File: src/rtl/projectile_scheduler_pkg.sv
// Shared types and screen constants for the projectile scheduler slice.
package projectile_scheduler_pkg;

    typedef enum logic [2:0] {
        S_IDLE,
        S_WAIT_SOF,
        S_TICK,
        S_ARB,
        S_LAUNCH
    } sched_state_t;

    localparam int SCREEN_H = 480;
    localparam int COORD_W  = 11;

endpackage

File: src/rtl/projectile_scheduler_if.sv
// Fire-request / launch bundle between requesters, scheduler and slot movers.
interface projectile_scheduler_if
    import projectile_scheduler_pkg::*;
#(
    parameter int NUM_SLOTS = 4,
    parameter int NUM_REQ   = 3
);
    logic                       startOfFrame;
    logic [NUM_REQ-1:0]         fire_req;
    logic [NUM_REQ*COORD_W-1:0] req_x;
    logic [NUM_REQ*COORD_W-1:0] req_y;
    logic [NUM_SLOTS-1:0]       slot_done;
    logic [NUM_SLOTS-1:0]       launch;
    logic [COORD_W-1:0]         launch_x;
    logic [COORD_W-1:0]         launch_y;
    logic [NUM_REQ-1:0]         fire_ack;
    logic [NUM_SLOTS-1:0]       slot_busy;

    modport master (
        input  startOfFrame, fire_req, req_x, req_y, slot_done,
        output launch, launch_x, launch_y, fire_ack, slot_busy
    );

    modport slave (
        output startOfFrame, fire_req, req_x, req_y, slot_done,
        input  launch, launch_x, launch_y, fire_ack, slot_busy
    );

endinterface

File: src/rtl/projectile_scheduler_rr_arbiter.sv
// Round-robin arbiter: first requester at or above ptr wins, else wraps to the lowest.
module projectile_scheduler_rr_arbiter #(
    parameter int N     = 3,
    parameter int PTR_W = (N > 1) ? $clog2(N) : 1
) (
    input  logic [N-1:0]     req,
    input  logic [PTR_W-1:0] ptr,
    output logic [N-1:0]     grant,
    output logic             valid
);
    logic [N-1:0] hi_grant;
    logic [N-1:0] lo_grant;
    logic         hi_found;

    always_comb begin
        hi_grant = '0;
        lo_grant = '0;
        hi_found = 1'b0;
        valid    = 1'b0;
        for (int i = N - 1; i >= 0; i--) begin
            if (req[i] && (PTR_W'(i) >= ptr)) begin
                hi_grant    = '0;
                hi_grant[i] = 1'b1;
                hi_found    = 1'b1;
            end
            if (req[i]) begin
                lo_grant    = '0;
                lo_grant[i] = 1'b1;
                valid       = 1'b1;
            end
        end
        grant = hi_found ? hi_grant : lo_grant;
    end

endmodule

File: src/rtl/projectile_scheduler.sv
// Projectile slot pool: latches fire requests, applies cooldown and player cap, grants one slot per frame.
module projectile_scheduler
    import projectile_scheduler_pkg::*;
#(
    parameter int NUM_SLOTS       = 4,
    parameter int NUM_REQ         = 3,
    parameter int COOLDOWN_FRAMES = 8,
    parameter int PLAYER_MAX      = 1,
    parameter int PLAYER_YOFF     = 33,
    parameter int ALIEN_YOFF      = 16
) (
    input logic                    clk,
    input logic                    resetN,
    projectile_scheduler_if.master bus
);
    localparam int REQ_W  = (NUM_REQ > 1) ? $clog2(NUM_REQ) : 1;
    localparam int SLOT_W = (NUM_SLOTS > 1) ? $clog2(NUM_SLOTS) : 1;
    localparam int CNT_W  = 8;
    localparam logic [7:0]                CD_INIT = 8'(COOLDOWN_FRAMES);
    localparam logic [CNT_W-1:0]          PMAX    = CNT_W'(PLAYER_MAX);
    localparam logic signed [COORD_W:0]   P_OFF   = (COORD_W + 1)'(PLAYER_YOFF);
    localparam logic signed [COORD_W:0]   A_OFF   = (COORD_W + 1)'(ALIEN_YOFF);
    localparam logic signed [COORD_W:0]   Y_MAX   = (COORD_W + 1)'(SCREEN_H - 1);

    function automatic logic [COORD_W-1:0] sat_y(input logic signed [COORD_W:0] v);
        if (v[COORD_W]) return '0;
        if (v > Y_MAX) return Y_MAX[COORD_W-1:0];
        return v[COORD_W-1:0];
    endfunction

    sched_state_t         state, state_nxt;
    logic [NUM_REQ-1:0]   pending;
    logic [NUM_SLOTS-1:0] busy;
    logic [REQ_W-1:0]     owner [NUM_SLOTS];
    logic [7:0]           cooldown [NUM_REQ];
    logic [REQ_W-1:0]     rr_ptr;

    logic [NUM_REQ-1:0]        alien_req, alien_grant;
    logic                      alien_vld, free_any, player_elig, win_vld;
    logic [REQ_W-1:0]          alien_idx, win_idx;
    logic [SLOT_W-1:0]         free_slot;
    logic [CNT_W-1:0]          player_cnt;
    logic [COORD_W-1:0]        sel_x, sel_y;
    logic signed [COORD_W:0]   y_ext, y_off;

    logic [REQ_W-1:0]   win_req_p1;
    logic [SLOT_W-1:0]  win_slot_p1;
    logic [COORD_W-1:0] spawn_x_p1, spawn_y_p1;
    logic               vld_p1;

    assign alien_req = {pending[NUM_REQ-1:1], 1'b0};

    projectile_scheduler_rr_arbiter #(.N(NUM_REQ), .PTR_W(REQ_W)) u_rr (
        .req   (alien_req),
        .ptr   (rr_ptr),
        .grant (alien_grant),
        .valid (alien_vld)
    );

    // Stage p0: winner, free slot and spawn coordinates from current pending/busy
    always_comb begin
        free_any   = 1'b0;
        free_slot  = '0;
        player_cnt = '0;
        alien_idx  = '0;
        sel_x      = '0;
        sel_y      = '0;
        for (int s = NUM_SLOTS - 1; s >= 0; s--) begin
            if (!busy[s]) begin
                free_any  = 1'b1;
                free_slot = SLOT_W'(s);
            end
        end
        for (int s = 0; s < NUM_SLOTS; s++) begin
            if (busy[s] && (owner[s] == '0)) player_cnt = player_cnt + CNT_W'(1);
        end
        for (int i = 0; i < NUM_REQ; i++) begin
            if (alien_grant[i]) alien_idx = REQ_W'(i);
        end
        player_elig = pending[0] && (player_cnt < PMAX);
        win_vld     = free_any && (player_elig || alien_vld);
        win_idx     = player_elig ? '0 : alien_idx;
        for (int i = 0; i < NUM_REQ; i++) begin
            if (win_idx == REQ_W'(i)) begin
                sel_x = bus.req_x[i*COORD_W +: COORD_W];
                sel_y = bus.req_y[i*COORD_W +: COORD_W];
            end
        end
        y_ext = signed'({1'b0, sel_y});
        y_off = (win_idx == '0) ? (y_ext - P_OFF) : (y_ext + A_OFF);
    end

    always_comb begin
        state_nxt    = state;
        bus.launch   = '0;
        bus.fire_ack = '0;
        bus.launch_x = '0;
        bus.launch_y = '0;
        case (state)
            S_IDLE, S_WAIT_SOF: if (bus.startOfFrame) state_nxt = S_TICK;
            S_TICK:             state_nxt = S_ARB;
            S_ARB:              state_nxt = win_vld ? S_LAUNCH : S_WAIT_SOF;
            S_LAUNCH:           state_nxt = S_WAIT_SOF;
            default:            state_nxt = S_IDLE;
        endcase
        if (vld_p1) begin
            for (int s = 0; s < NUM_SLOTS; s++) begin
                if (win_slot_p1 == SLOT_W'(s)) bus.launch[s] = 1'b1;
            end
            for (int i = 0; i < NUM_REQ; i++) begin
                if (win_req_p1 == REQ_W'(i)) bus.fire_ack[i] = 1'b1;
            end
            bus.launch_x = spawn_x_p1;
            bus.launch_y = spawn_y_p1;
        end
    end

    assign vld_p1        = (state == S_LAUNCH);
    assign bus.slot_busy = busy;

    // Stage p1: ARB results held for the single LAUNCH cycle
    always_ff @(posedge clk) begin
        if (state == S_ARB) begin
            win_req_p1  <= win_idx;
            win_slot_p1 <= free_slot;
            spawn_x_p1  <= sel_x;
            spawn_y_p1  <= sat_y(y_off);
        end
    end

    always_ff @(posedge clk or negedge resetN) begin
        if (!resetN) begin
            state   <= S_IDLE;
            pending <= '0;
            busy    <= '0;
            rr_ptr  <= REQ_W'(1);
            for (int s = 0; s < NUM_SLOTS; s++) owner[s] <= '0;
            for (int i = 0; i < NUM_REQ; i++) cooldown[i] <= '0;
        end else begin
            state <= state_nxt;
            for (int i = 0; i < NUM_REQ; i++) begin
                if (vld_p1 && (win_req_p1 == REQ_W'(i))) begin
                    pending[i]  <= 1'b0;
                    cooldown[i] <= CD_INIT;
                end else begin
                    if ((state == S_TICK) && (cooldown[i] != 8'd0)) cooldown[i] <= cooldown[i] - 8'd1;
                    if (bus.fire_req[i] && (cooldown[i] == 8'd0)) pending[i] <= 1'b1;
                end
            end
            for (int s = 0; s < NUM_SLOTS; s++) begin
                if (vld_p1 && (win_slot_p1 == SLOT_W'(s))) begin
                    busy[s]  <= 1'b1;
                    owner[s] <= win_req_p1;
                end else if (bus.slot_done[s]) begin
                    busy[s] <= 1'b0;
                end
            end
            // rr only advances on alien grants so the player never perturbs alien fairness
            if (vld_p1 && (win_req_p1 != '0)) begin
                rr_ptr <= (win_req_p1 == REQ_W'(NUM_REQ - 1)) ? REQ_W'(1) : (win_req_p1 + REQ_W'(1));
            end
        end
    end

endmodule
File: src/flat_wrapper.sv
// flat-port wrapper written by rule: the top's interface ports become plain ports
module projectile_scheduler_flat import projectile_scheduler_pkg::*;
#(
    parameter int NUM_SLOTS       = 4,
    parameter int NUM_REQ         = 3,
    parameter int COOLDOWN_FRAMES = 8,
    parameter int PLAYER_MAX      = 1,
    parameter int PLAYER_YOFF     = 33,
    parameter int ALIEN_YOFF      = 16
)
  (clk, resetN, bus_startOfFrame, bus_fire_req, bus_req_x, bus_req_y, bus_slot_done, bus_launch, bus_launch_x, bus_launch_y, bus_fire_ack, bus_slot_busy);
  projectile_scheduler_if #(.NUM_SLOTS(NUM_SLOTS), .NUM_REQ(NUM_REQ)) bus_i ();
  input logic clk;
  input logic resetN;
  input wire logic [$bits(bus_i.startOfFrame)-1:0] bus_startOfFrame;
  input wire logic [$bits(bus_i.fire_req)-1:0] bus_fire_req;
  input wire logic [$bits(bus_i.req_x)-1:0] bus_req_x;
  input wire logic [$bits(bus_i.req_y)-1:0] bus_req_y;
  input wire logic [$bits(bus_i.slot_done)-1:0] bus_slot_done;
  output wire logic [$bits(bus_i.launch)-1:0] bus_launch;
  output wire logic [$bits(bus_i.launch_x)-1:0] bus_launch_x;
  output wire logic [$bits(bus_i.launch_y)-1:0] bus_launch_y;
  output wire logic [$bits(bus_i.fire_ack)-1:0] bus_fire_ack;
  output wire logic [$bits(bus_i.slot_busy)-1:0] bus_slot_busy;
  assign bus_i.startOfFrame = bus_startOfFrame;
  assign bus_i.fire_req = bus_fire_req;
  assign bus_i.req_x = bus_req_x;
  assign bus_i.req_y = bus_req_y;
  assign bus_i.slot_done = bus_slot_done;
  assign bus_launch = bus_i.launch;
  assign bus_launch_x = bus_i.launch_x;
  assign bus_launch_y = bus_i.launch_y;
  assign bus_fire_ack = bus_i.fire_ack;
  assign bus_slot_busy = bus_i.slot_busy;
  projectile_scheduler #(.NUM_SLOTS(NUM_SLOTS), .NUM_REQ(NUM_REQ), .COOLDOWN_FRAMES(COOLDOWN_FRAMES), .PLAYER_MAX(PLAYER_MAX), .PLAYER_YOFF(PLAYER_YOFF), .ALIEN_YOFF(ALIEN_YOFF)) u_core (.clk(clk), .resetN(resetN), .bus(bus_i));
endmodule
File: config.mk
export PLATFORM = sky130hd
export DESIGN_NAME = projectile_scheduler_flat
export DESIGN_NICKNAME = d
export VERILOG_FILES = /design/src/rtl/projectile_scheduler_pkg.sv /design/src/rtl/projectile_scheduler_if.sv /design/src/rtl/projectile_scheduler_rr_arbiter.sv /design/src/rtl/projectile_scheduler.sv /design/src/flat_wrapper.sv
export SDC_FILE = /design/constraint.sdc
export NUM_CORES = 1
export LEC_CHECK = 0
export ABC_CLOCK_PERIOD_IN_PS = 10200
export BUFFER_PORTS_ARGS = -buffer_cell sky130_fd_sc_hd__buf_2
export CAP_MARGIN = 20
export CORE_MARGIN = 10
export CORE_UTILIZATION = 55
export DETAILED_ROUTE_END_ITERATION = 6
export GPL_ROUTABILITY_DRIVEN = 1
export PLACE_DENSITY_LB_ADDON = 0.1
export SYNTH_ARGS = -nofsm -noshare
export SYNTH_HDL_FRONTEND = slang
export SYNTH_SLANG_ARGS = --single-unit
File: constraint.sdc
create_clock -name clk -period 10.2 [get_ports clk]
set_clock_uncertainty 0.1 [all_clocks]
set_input_delay 1.02 -clock clk [delete_from_list [all_inputs] [get_ports clk]]
set_output_delay 1.02 -clock clk [all_outputs]
set_load 0.03 [all_outputs]
==> impl_metrics.tcl, run 1 <==
set metrics [dict create \
    status "finished clean" \
    diodes 0 \
    path_clk_slew_ns 0.08 \
    cp-end-kind "register" \
    critPathLaunchType "register" \
    yosysUniqueCellTypes 71 \
    drt_pass1_iterations 6 \
    whs_ns 0.406 \
    cts_root_buf "clkbuf_8" \
    maxCapViolCount 0 \
    cts_max_path_buffers 2 \
    synthCells 455 \
    nNetsFinal 645 \
    power.static_leakage_nw 2.47 \
    hp-start "u_core.pending[0]$_DFFE_PN0P_" \
    netlist_area_um2 4410 \
    grt_setup_unrepaired "false" \
    drt-total-wl_um 11700 \
    vias 3856 \
    grt_pass1_wl_um 19000 \
    min_path_cells 2 \
    vdd_drop_max_mv 0.178 \
    max-slew-margin-rel_pct 34.6 \
    cts-buffers-inserted 9 \
    crit_required_ns 10.20 \
    gr-total-overflow 0 \
    core_area_um2 7770 \
    power.density_nw_per_um2 316 \
    r2r_setup_slack_ns 5.31 \
    yosysWarnings 0 \
    p_seq_share_pct 32.4 \
    hold_viol_final 0 \
    drc_errors 0 \
    fin_crit_ns 4.89 \
    postCtsHoldBufs 0 \
    die_w_um 110 \
    tightest_slew_ns 0.978 \
    clk_latency_ns 0.35 \
    ys_seq_elements 70 \
    hpwl_um 8980 \
    place_area_um2 5000 \
    setup_viol 0 \
    io_buffers 108 \
    drive_above_1_share_pct 28.6 \
    fmax_mhz 205 \
    area_growth_pct 18.2 \
    fin_ws_ns 5.31 \
    synth_ff_type "dfrtp_1" \
    worst_r2r_endpoint "u_core.spawn_y_p1[5]$_SDFFCE_PP0P_" \
    r2r_cells 17 \
    place_ws_ns 5.07 \
    crit_arrival_ns 4.88 \
    fin_area_um2 5210 \
    globalplace.congestion 0.938 \
    cts-resized-gates 0 \
    final_core_util_pct 67.1 \
    p_sw_mw 0.761 \
    swShare_pct 46.2 \
    r2r_start "u_core.owner[7]$_DFFE_PN0P_" \
    synth-edff-count 26 \
    tns_ns 0 \
    critical_path_class "reg2reg" \
    initial_core_util_pct 56.8 \
    internal-power_mw 0.885 \
    hp-class "reg2reg" \
    viasPerCell 5.80 \
    synth-seq-area-share_pct 42.7 \
    fp-row-count 32 \
    path_max_fanout 13 \
    cts_htree_levels 3 \
    async_flop_share_pct 62.9 \
    ant_nets 0 \
    post_drt_wl_per_cell_um 17.6 \
    avgSynthCellArea_um2 9.69 \
    power.combinational.fraction_pct 54.7 \
    die_h_um 110 \
    cts_tree "done" \
    post_cts_buffers 0 \
    hold_end "u_core.pending[0]$_DFFE_PN0P_" \
    clock-sinks 70 \
    die_area_um2 12000 \
    first_global_vias 3871 \
    grt_antenna_before_repair 0 \
    drt_iter0_markers 233 \
    slew_violations 0 \
    clkPwrFrac_pct 12.9 \
    ios 109 \
    fin_crit_sh_pct 47.9 \
    grtUsageTotal_pct 19.6 \
    grt_max_degree 45 \
]
[synth_stat cells (all sizes together) (7+ instances only)]
cell type | n | share of area [%]
xnor2 | 11 | 2.5
a21oi | 23 | 3.3
edfxtp | 26 | 18
ha | 10 | 2.8
inv | 40 | 3.4
or3 | 8 | 1.1
mux2 | 9 | 2.3
nand3 | 10 | 1.1
dfrtp | 43 | 24
a31oi | 16 | 2.6
clkbuf | 13 | 1.1
o21ai | 25 | 2.9
nor2 | 49 | 4.2
and3 | 25 | 3.5
xor2 | 9 | 1.8
a22o | 7 | 1.4
nor4 | 8 | 1.1
a222oi | 12 | 2.7
nand2 | 35 | 3.1
[how the worst max path moves through the flow]
stage | startpoint | endpoint | slack [ns] | cells after the start
final | u_core.owner[7]$_DFFE_PN0P_ | u_core.spawn_y_p1[5]$_SDFFCE_PP0P_ | 5.31 | 17
after global routing | u_core.owner[6]$_DFFE_PN0P_ | u_core.spawn_y_p1[5]$_SDFFCE_PP0P_ | 4.99 | 17
after CTS | u_core.owner[7]$_DFFE_PN0P_ | u_core.spawn_y_p1[5]$_SDFFCE_PP0P_ | 5.07 | 17
after detailed placement | u_core.owner[7]$_DFFE_PN0P_ | u_core.spawn_y_p1[5]$_SDFFCE_PP0P_ | 5.07 | 17
after global placement | u_core.owner[7]$_DFFE_PN0P_ | u_core.spawn_y_p1[5]$_SDFFCE_PP0P_ | 5.36 | 17
after floorplan | u_core.bus.slot_busy[0]$_DFFE_PN0P_ | u_core.spawn_y_p1[5]$_SDFFCE_PP0P_ | 5.80 | 17
[cell families (layout without fill, tap and decap cells)]
logic type | after synthesis | count (layout) | share of synthesized area (%)
compound gates | 118 | 118 | 22.4
buf+inv | 58 | 165 | 5.14
mux | 13 | 13 | 3.29
simple gates | 165 | 165 | 19.2
other cells | 1 | 2 | 0.0850
xor+xnor | 20 | 20 | 4.31
flops | 70 | 70 | 42.7
fa+ha+maj | 10 | 10 | 2.84
[area by class of cell]
type / instances / area, um^2
Timing Repair Buffer: 110 / 559
Sequential cell: 70 / 1880
Fill cell: 683 / 2550
Tap cell: 102 / 128
Clock inverter: 5 / 40.0
Inverter: 40 / 150
Multi-Input combinational cell: 328 / 2300
Clock buffer: 10 / 149
[worst max-delay path, stage by stage, from the launching register on]
cell and delay, ns:
dfrtp_1 0.38, nor2_1 0.16, nand2_1 0.12, inv_1 0.08, ha_1 0.29, xor2_1 0.19, ha_1 0.31, nor3_1 0.06
mux2i_2 0.36, a221oi_4 0.17, nor2_1 0.77, a222oi_1 0.19, ha_1 0.32, a31o_4 0.26, a41o_1 0.22, o2bb2ai_2 0.27
a31oi_4 0.18, and4_1 0.20
[power groups by stage]
stage	clock network, mW	registers [mW]	logic [mW]
after floorplan	0	0.495	0.730
after global placement	0	0.529	0.861
after detailed placement	0	0.537	0.883
after CTS	0.220	0.532	0.888
after global routing	0.229	0.551	1.00
final	0.213	0.532	0.901
[per-layer routing]
metal | track usage (%) | vias to the layer above | routed length, um
met4 | 6.78 | 0 | 193
li1 | - | 1885 | -
met1 | 25.3 | 1813 | 5020
met5 | 0 | - | 0
met2 | 31.2 | 142 | 5490
met3 | 5.44 | 16 | 984
[state kept, by name (all words and copies together), names as in the netlist, 3 cells and up]
signal,cells
u_core.bus.slot_busy,4
u_core.pending,3
u_core.state,3
u_core.spawn_y_p1,11
u_core.cooldown,24
u_core.owner,8
u_core.spawn_x_p1,11
[through the flow]
| stage | total power [mW] | instances |
|---|---|---|
| final | 1.65 | 665 |
| after global routing | 1.78 | 665 |
| after CTS | 1.64 | 663 |
| after detailed placement | 1.42 | 648 |
| after global placement | 1.39 | 648 |
| after floorplan | 1.22 | 456 |
[cell usage in the layout, fill, tap and decap left out, drive strengths merged, types with 3 or more instances in the layout]
cell,n
nor3b,3
o32ai,3
o22ai,4
xor2,9
nand2b,3
ha,10
or3,8
clkbuf,10
inv,42
nor3,6
a31oi,16
buf,110
dfrtp,43
and3,25
xnor2,11
a32oi,4
a22oi,6
mux2i,4
a222oi,12
o21ai,25
nor4,8
edfxtp,26
a22o,7
nand2,35
a21oi,23
nand3,10
and2,6
nor2,49
mux2,9
nor4b,3
(Power assumes the default switching activity.)
==> run 2, diff against run 1 <==
Settings changed: ABC_AREA set to 1, ABC_CLOCK_PERIOD_IN_PS 10200 to 4700, CORE_UTILIZATION 55 to 54.
Clock period 10.2 ns to 4.7 ns, I/O delays scaled along.
==> run 2 against run 1 <==
Compared with the run above:
- critical path depth up 13
- first-iteration DRC count down 10%
- worst setup slack worse by 4.7 ns
- final area up 1.4%
- sequential share of layout area down 0.50 points
- non-clock buffer count up 1
- final cell count up 19%
- hold slack worse by 0.24 ns
- critical path type unchanged
==> impl_metrics.tcl, run 2 <==
set metrics [dict create \
    status "finished clean" \
    highest_layer "met4" \
    ys_top_cells_by_count "nand2_1, inv_1, nor2_1" \
    ant_nets 0 \
    viasPerCell 5.07 \
    wl_met2_um 5320 \
    synth_top_area_share_pct 24.4 \
    max-slew-margin-rel_pct 34.0 \
    tns_ns 0 \
    crit_required_ns 4.70 \
    synth-seq-area-share_pct 42.7 \
    grt_pass1_wl_um 18500 \
    critical_path_class "reg2reg" \
    setup_viol 0 \
    cts_root_buf "clkbuf_8" \
    path_clk_slew_ns 0.08 \
    fin_cells 793 \
    io_buffers 108 \
    synth.area.mux_share_pct 0 \
    postCtsHoldBufs 0 \
    async_flop_share_pct 62.9 \
    cp_slowest_stage_delay_ns 0.43 \
    hold_viol_final 0 \
    grt_setup_unrepaired "false" \
    drt-total-wl_um 11100 \
    fp-row-count 32 \
    globalplace.congestion 0.911 \
    grt_max_degree 45 \
    r2r_setup_slack_ns 0.57 \
    fin_ws_ns 0.574 \
    power.density_nw_per_um2 662 \
    area_growth_pct 19.7 \
    tightest_slew_ns 0.990 \
    synth.area.top_cells "dfrtp_1, edfxtp_1, nand2_1, inv_1, nand3_1" \
    drt_iter0_markers 209 \
    wl_met3_um 702 \
    maxCapViolCount 0 \
    yosysWarnings 0 \
    post_cts_buffers 0 \
    fin_crit_ns 4.13 \
    core_area_um2 7850 \
    synth-simple-area-share_pct 34.9 \
    place_ws_ns 0.624 \
    cts-buffers-inserted 9 \
    post_drt_wl_per_cell_um 14.0 \
    fin_crit_sh_pct 87.8 \
    crit_arrival_ns 4.13 \
    die_h_um 110 \
    cts_htree_levels 3 \
    hpwl_um 8700 \
    first_global_vias 3971 \
    ios 109 \
    cts_max_path_buffers 2 \
    drt-met1-wl_um 4810 \
    drive_above_1_share_pct 26.5 \
    synth-edff-count 26 \
    path_max_fanout 18 \
    die_area_um2 12200 \
    cts-resized-gates 0 \
    synth_top_family_by_area "simple AND/OR/NAND/NOR gates" \
    fmax_mhz 242 \
    nNetsFinal 772 \
    clk_latency_ns 0.35 \
    ys_seq_elements 70 \
    grt_antenna_before_repair 0 \
    initial_core_util_pct 56.3 \
    hp-class "in2async" \
    largest-register "u_core.cooldown" \
    cp-end-kind "register" \
    vdd_drop_max_mv 0.354 \
    crit_slowest_cell "dfrtp_1" \
    final_common_cell "nand2_1" \
    slew_violations 0 \
    clock-sinks 70 \
    gr-total-overflow 0 \
    synth_xor_area_share_pct 1.39 \
    synth_ff_type "dfrtp_1" \
    dp_cells 777 \
    synth_top_cell_by_area "dfrtp_1" \
    mostFrequentLayoutCells "nand2_1, buf_2, inv_1" \
    synthAdderAreaFrac_pct 2.83 \
    reg_top3 "u_core.cooldown (24), u_core.spawn_x_p1 (11), u_core.spawn_y_p1 (11)" \
    synth_compound_area_share_pct 7.45 \
    power.static_leakage_nw 2.79 \
    netlist_area_um2 4410 \
    yosysUniqueCellTypes 36 \
    die_w_um 110 \
    cpMostUsedCell "nand2_1" \
    grtUsageTotal_pct 17.8 \
    vias 4018 \
    yosysMostFrequentCell "nand2_1" \
    critPathLaunchType "register" \
    largest_reg_flops 24 \
    diodes 0 \
    drt_pass1_iterations 5 \
    avgSynthCellArea_um2 7.70 \
    drc_errors 0 \
    synthCells 573 \
    cts_tree "done" \
]
[run 2: changes by cell type in the layout (fill, tap and decap cells not counted), sizes merged, moves of 11 or more]
| cell | change |
|---|---|
| a31oi | -14 |
| a222oi | -12 |
| nand3 | +57 |
| nor3 | +11 |
| and3 | -25 |
| nand2 | +106 |
| inv | +68 |
| nor2 | +18 |
[run 2: per-layer routing]
layer | vias up | GRT usage [%]
li1 | 2039 | -
met1 | 1834 | 21.7
met2 | 123 | 29.4
met3 | 22 | 5.08
met4 | 0 | 6.22
met5 | - | 0
[run 2: area by class of cell]
class                   instances  area (um^2)
fillers                       691         2560
multi-input cells             385         2070
flip-flops and latches         70         1880
repair buffers                111          563
inverters                     109          409
clock buffers                  11          174
well taps                     102          128
clock inverters                 5         61.3
[run 2: final timing paths]
path                                                          start                             endpoint  cells past startpoint
min in group clk                                   bus_slot_done[2]  u_core.bus.slot_busy[2]$_DFFE_PN0P_                      2
worst max register to register  u_core.bus.slot_busy[1]$_DFFE_PN0P_   u_core.spawn_y_p1[6]$_SDFFCE_PP0P_                     30
max in group asynchronous                                    resetN          u_core.owner[4]$_DFFE_PN0P_                      1
worst max-delay path            u_core.bus.slot_busy[1]$_DFFE_PN0P_   u_core.spawn_y_p1[6]$_SDFFCE_PP0P_                     30
worst min-delay path                                         resetN       u_core.cooldown[0]$_DFFE_PN0P_                      1
worst min register to register          u_core.owner[1]$_DFFE_PN0P_          u_core.owner[1]$_DFFE_PN0P_                      2
[run 2: metrics by stage]
step,hold WS [ns],total power [mW],utilization [%],area (um^2)
finish,0.166,3.50,67.3,5290
global placement,0.368,2.88,64.3,5050
global route,0.186,3.82,67.3,5290
detailed placement,0.376,2.95,64.3,5050
CTS,0.185,3.52,67.3,5290
floorplan,0.0744,2.55,-,4420
[run 2: cells by family (layout without fill, tap and decap cells)]
| logic type | Yosys count | in the layout |
|---|---|---|
| fa+ha+maj | 10 | 10 |
| simple gates | 306 | 306 |
| other cells | 1 | 2 |
| xor+xnor | 7 | 7 |
| flops | 70 | 70 |
| compound gates | 60 | 60 |
| buf+inv | 119 | 236 |
[run 2: critical path: cells and delay by family (launching register included)]
kind	cells	cell delay (ns)
simple gates	23	2.29
fa+ha+maj	3	0.78
flops	1	0.43
buf+inv	4	0.28
[run 2: report_power, final]
group	leakage, nW	switching, mW	internal (mW)	total, mW
combinational	1.88	1.26	0.596	1.86
clock	0.120	0.246	0.312	0.558
sequential	0.786	0.148	0.937	1.08
